`config.mk`:
```
export PLATFORM = sky130hd
export DESIGN_NAME = conv_mac_accum
export DESIGN_NICKNAME = d
export VERILOG_FILES = /design/src/rtl/conv_pkg.sv /design/src/rtl/conv_tap_counter.sv /design/src/rtl/conv_mac_accum.sv
export SDC_FILE = /design/constraint.sdc
export NUM_CORES = 1
export LEC_CHECK = 0
export CAP_MARGIN = 20
export CORE_UTILIZATION = 45
export DETAILED_ROUTE_END_ITERATION = 10
export HOLD_SLACK_MARGIN = 0.03
export PLACE_DENSITY_LB_ADDON = 0.2
export SETUP_SLACK_MARGIN = 0.1
export SYNTH_ARGS = -nofsm -noshare
export SYNTH_HDL_FRONTEND = slang
export SYNTH_SLANG_ARGS = --single-unit
```
`constraint.sdc`:
```
create_clock -name clk -period 3.2 [get_ports clk]
set_input_delay 0.48 -clock clk [delete_from_list [all_inputs] [get_ports clk]]
set_output_delay 0.48 -clock clk [all_outputs]
set_load 0.02 [all_outputs]
```
`src/rtl/conv_pkg.sv`:
```
// Shared types and arithmetic for the convolution MAC accumulator.
// CONV_ACC_SAT_EN: when defined, sat_add clamps the sum to all ones on carry.
package conv_pkg;

  localparam int PROD_W        = 32;
  localparam int ACC_W_DEFAULT = 40;
  localparam int TAPS_DEFAULT  = 9;
  // Widest accumulator sat_add can serve; ACC_W must lie in PROD_W..ACC_MAX_W.
  localparam int ACC_MAX_W     = 64;

  typedef enum logic {
    ACC,
    HOLD
  } conv_acc_state_t;

  // Adds two values already confined to w bits; returns {carry, sum} with the
  // sum in the low w bits. Under CONV_ACC_SAT_EN the sum clamps to all ones.
  function automatic logic [ACC_MAX_W:0] sat_add(
    input logic [ACC_MAX_W-1:0] acc,
    input logic [ACC_MAX_W-1:0] prod,
    input int                   w
  );
    logic [ACC_MAX_W:0]   full;
    logic [ACC_MAX_W-1:0] mask;
    logic [ACC_MAX_W-1:0] sum;
    logic                 carry;
    full  = {1'b0, acc} + {1'b0, prod};
    mask  = (ACC_MAX_W'(1) << w) - ACC_MAX_W'(1);
    carry = |(full >> w);
    sum   = full[ACC_MAX_W-1:0] & mask;
`ifdef CONV_ACC_SAT_EN
    if (carry) sum = mask;
`else
    sum = sum;
`endif
    return {carry, sum};
  endfunction

endpackage

```
`src/rtl/conv_tap_counter.sv`:
```
// Modulo-TAPS counter; wrap flags the last count, where the next inc returns to 0.
module conv_tap_counter
  import conv_pkg::*;
#(
  parameter int TAPS = TAPS_DEFAULT
) (
  input  logic       clk,
  input  logic       rst_n,
  input  logic       inc,
  output logic [7:0] count,
  output logic       wrap
);

  assign wrap = (count == 8'(TAPS - 1));

  // NOTE: registers are written with <= so every flop samples pre-edge values.
  always_ff @(posedge clk or negedge rst_n) begin
    if (!rst_n) begin
      count <= 8'd0;
    end else if (inc) begin
      count <= wrap ? 8'd0 : count + 8'd1;
    end
  end

endmodule

```
`src/rtl/conv_mac_accum.sv`:
```
// Accumulates TAPS unsigned products into one output sample on a valid/ready port.
// CONV_ACC_SAT_EN: when defined, overflowing windows saturate to all ones.
module conv_mac_accum
  import conv_pkg::*;
#(
  parameter int TAPS  = TAPS_DEFAULT,
  parameter int ACC_W = ACC_W_DEFAULT
) (
  input  logic              clk,
  input  logic              rst_n,
  input  logic              in_valid,
  output logic              in_ready,
  input  logic [PROD_W-1:0] in_product,
  output logic              out_valid,
  input  logic              out_ready,
  output logic [ACC_W-1:0]  out_sum,
  output logic              out_ovf,
  output logic [7:0]        tap_idx
);

  logic [ACC_W-1:0]   acc;
  logic               ovf;
  logic               last;
  logic               in_xfer;
  logic               out_xfer;
  logic [ACC_MAX_W:0] add_res;
  logic [ACC_W-1:0]   sum_next;
  logic               carry;
  logic               unused_hi;
  conv_acc_state_t    state;

  // Only the completing tap waits for a stalled sample; earlier taps keep flowing.
  assign in_ready = !(out_valid && !out_ready && last);
  assign in_xfer  = in_valid && in_ready;
  assign out_xfer = out_valid && out_ready;

  assign add_res   = sat_add(ACC_MAX_W'(acc), ACC_MAX_W'(in_product), ACC_W);
  assign sum_next  = add_res[ACC_W-1:0];
  assign carry     = add_res[ACC_MAX_W];
  assign unused_hi = |(add_res[ACC_MAX_W-1:0] >> ACC_W);

  conv_tap_counter #(
    .TAPS (TAPS)
  ) u_tap_counter (
    .clk   (clk),
    .rst_n (rst_n),
    .inc   (in_xfer),
    .count (tap_idx),
    .wrap  (last)
  );

  always_ff @(posedge clk or negedge rst_n) begin
    if (!rst_n) begin
      acc       <= '0;
      ovf       <= 1'b0;
      out_valid <= 1'b0;
      out_sum   <= '0;
      out_ovf   <= 1'b0;
    end else begin
      if (in_xfer) begin
        if (last) begin
          out_sum   <= sum_next;
          out_ovf   <= ovf | carry;
          out_valid <= 1'b1;
          acc       <= '0;
          ovf       <= 1'b0;
        end else begin
          acc <= sum_next;
          ovf <= ovf | carry;
        end
      end
      // A completing tap in the same cycle reloads the sample with no gap.
      if (out_xfer && !(in_xfer && last)) out_valid <= 1'b0;
    end
  end

  always_ff @(posedge clk or negedge rst_n) begin
    if (!rst_n) begin
      state <= ACC;
    end else begin
      case (state)
        ACC:     if (out_valid && !out_ready && in_valid && last) state <= HOLD;
        HOLD:    if (out_ready) state <= ACC;
        default: state <= ACC;
      endcase
    end
  end

  // While held, the pending sample and the completing tap must both stay put.
  hold_stable: assert property (@(posedge clk) disable iff (!rst_n)
    (state == HOLD) |-> (out_valid && last));

endmodule

```
==> flow_summary.yaml <==
run_status:
  outcome: "finished clean"
route:
  vias: 4754
  drc: 0
  drtAntennaViolNets: 0
  first_pass_iters: 4
  wirelength_um: 13800
  wl_per_cell_um: 16.27
  drt_iter0_markers: 308
  viasPerCell: 5.606
power_and_ir_drop:
  power.switching_mw: 3.017
  ir_drop_mv: 0.4578
  internal_power_mw: 4.341
  p_per_area_nw_per_um2: 1046
  p_comb_share_pct: 57.2
  clock_power_share_pct: 16.9
  seqPwrFrac_pct: 25.9
  switching_share_pct: 41.00
  p_leak_nw: 3.157
grt:
  met3_usage_pct: 4.482
  grtUsageMet1_pct: 30.96
  grt_util_met2_pct: 37.82
  top_usage_layer: "met2"
  grt_max_degree: 44
  track_usage_pct: 23.34
  grt_pass1_wl_um: 23180
  grt_pass1_vias: 4774
  grt_overflow: 0
  antenna_found_initial: 0
synthesis:
  synth_top_family_by_area: "compound AO/OA/AOI/OAI gates"
  ys_ff_latch: 91
  synth_cells: 595
  synthAdderAreaFrac_pct: 8.091
  synthDistinctLibCells: 60
  synth-async-reset-ratio_pct: 100.0
  synthXorXnorAreaFrac_pct: 6.841
  synth_nets: 666
  netlist_area_sq_um: 5505
  synthMuxAreaShare_pct: 2.205
  synth_flop_cell: "dfrtp_1"
  synth-edff-count: 0
  yosysWarnings: 0
  avgSynthCellArea_sq_um: 9.253
  seq_area_frac_synth_pct: 41.36
  synth_compound_area_share_pct: 21.20
  synthSimpleGateAreaFrac_pct: 16.98
final_layout:
  layout_common_cells: "nand2_1, dfrtp_1, clkdlybuf4s50_1"
  final_common_cell: "nand2_1"
  finalInstanceArea_sq_um: 7036
  diodes: 0
  num-nets-final: 767
  fillCellCount: 1076
  area_delta_synth_final_pct: 27.80
  post_route_cells_drive_above_1_share_pct: 12.70
sta:
  fin_crit_sh_pct: 89.10
  final.min_clock_period_ns: 2.851
  setup_viol: 0
  hold_violations: 0
  setup_ws_ns: 0.3487
  drv_slew: 0
  relSlewSlack_pct: 43.21
  clock.fmax_mhz: 350.7
  tightest_slew_ns: 0.8509
  rsz0062_at_grt: "false"
  finClkSkew_ns: 0.006047
cts:
  cts_resized: 0
  cts_tree: "built"
  clk_latency_ns: 0.35
  htreeDepth: 3
  cts_sinks: 91
  root_buffer: "clkbuf_16"
  cts_setup_buffers: 0
  cts_made_buffers: 9
  cts_hold_buf: 0
  clockBufferDepth: 2
  clkTransAtPathRegs_ns: 0.06
floorplanning:
  die_area_sq_um: 12680
  die_w_um: 112.6
  core_area_sq_um: 11960
  io_pins: 87
  fp-row-count: 40
  start_util_pct: 46.03
  die_h_um: 112.6
setup_path:
  crit_type: "input pin to flip-flop"
  rrSetupSlack_ns: 0.50
  rr_worst_depth: 10
  crit_arrival_ns: 3.09
  worst_setup_path_start_kind: "input pin"
  path_max_fanout: 3
  cp-end-kind: "flip-flop"
  cp_data_required_time_ns: 3.44
placement:
  placed_area_sq_um: 6693
  dp.final_hpwl_um: 9985
  gp_congestion: 0.8940
  place_ws_ns: -0.006734
  portBuffers: 86
min_path:
  hold_path.class: "input pin to asynchronous set/reset pin"
job:
  cap_violations: 0
## routing by layer
metal	wire length, um	vias to the layer above
li1	-	2316
met1	6538	2308
met2	6426	115
met3	590	15
met4	242	0
met5	0	-
## metrics by stage
stage               setup TNS, ns  power, mW  hold slack, ns  utilization (%)  cells
floorplan                       0      4.642          0.1844                -    595
global placement                0      6.036          0.4543            55.95    832
detailed placement      -0.006734      6.092          0.4604            55.95    832
CTS                             0      7.391          0.1067            58.82    848
global route                    0      7.911          0.1316            58.82    848
finish                          0      7.358          0.1006            58.82    848
## worst max-delay path, cell delays in order
cell and delay, ns:
clkdlybuf4s50_1 0.40, ha_1 0.24, fa_1 0.42, a211oi_2 0.22
o21ai_2 0.12, a32o_2 0.26, o21ai_2 0.22, o41a_1 0.20
o21ai_1 0.10, xor2_1 0.16, mux2_2 0.27
## path summary, 6_finish.rpt
| kind | startpoint | end |
|---|---|---|
| worst max-delay path | in_product[0] | out_sum[28]$_DFFE_PN0P_ |
| min in group clk | out_sum[3]$_DFFE_PN0P_ | out_sum[3]$_DFFE_PN0P_ |
| worst min register to register | out_sum[3]$_DFFE_PN0P_ | out_sum[3]$_DFFE_PN0P_ |
| worst max register to register | acc[0]$_DFFE_PN0P_ | out_sum[28]$_DFFE_PN0P_ |
| max in group asynchronous | rst_n | out_sum[39]$_DFFE_PN0P_ |
| worst min-delay path | rst_n | acc[0]$_DFFE_PN0P_ |
## flip-flops by register name (all words and copies together), names as in the netlist
name	count
acc	40
ovf	1
out_valid	1
out_ovf	1
u_tap_counter.count	8
out_sum	40
## power groups by stage
stage / logic (mW) / registers (mW) / clock network, mW
finish: 4.21 / 1.91 / 1.24
global route: 4.63 / 1.97 / 1.32
CTS: 4.21 / 1.91 / 1.27
detailed placement: 4.17 / 1.92 / 0
global placement: 4.13 / 1.91 / 0
floorplan: 2.48 / 2.16 / 0
## cells by family (layout without fill, tap and decap cells)
family | Yosys count | in the layout
and+or+nand+nor | 205 | 205
AOI/OAI and AO/OA | 170 | 170
DFF | 91 | 91
xor gates and xnor gates | 43 | 43
buffers and inverters | 40 | 146
adders and majority gates | 35 | 35
muxes | 11 | 11
## area by class of cell
cell class	count	area, sq um	area share, %
inverter	6	22.52	0.3201
clock buffer	11	242.7	3.450
sequential	91	2277	32.37
clock inverter	5	100.1	1.423
tap	147	183.9	2.614
timing repair buffer	124	1156	16.43
multi-input combinational	464	3053	43.39
## Yosys cell counts (4+ instances only)
| library cell | n | area share, % |
|---|---|---|
| a21o_1 | 12 | 1.6 |
| a21oi_1 | 35 | 3.2 |
| a21oi_2 | 4 | 0.64 |
| a22o_1 | 29 | 4.6 |
| and2_1 | 4 | 0.45 |
| and3_1 | 8 | 0.91 |
| buf_2 | 14 | 1.3 |
| clkbuf_1 | 13 | 0.89 |
| dfrtp_1 | 91 | 41 |
| ha_1 | 34 | 7.7 |
| inv_1 | 6 | 0.41 |
| mux2_2 | 9 | 1.8 |
| nand2_1 | 121 | 8.3 |
| nand3_1 | 10 | 0.91 |
| nand4_1 | 12 | 1.4 |
| nor2_1 | 23 | 1.6 |
| nor3_1 | 9 | 0.82 |
| o21a_1 | 4 | 0.55 |
| o21ai_0 | 39 | 3.5 |
| o21ai_1 | 11 | 1.0 |
| xnor2_1 | 35 | 5.6 |
| xor2_1 | 8 | 1.3 |
No activity file was read; power rests on OpenSTA's default activity.
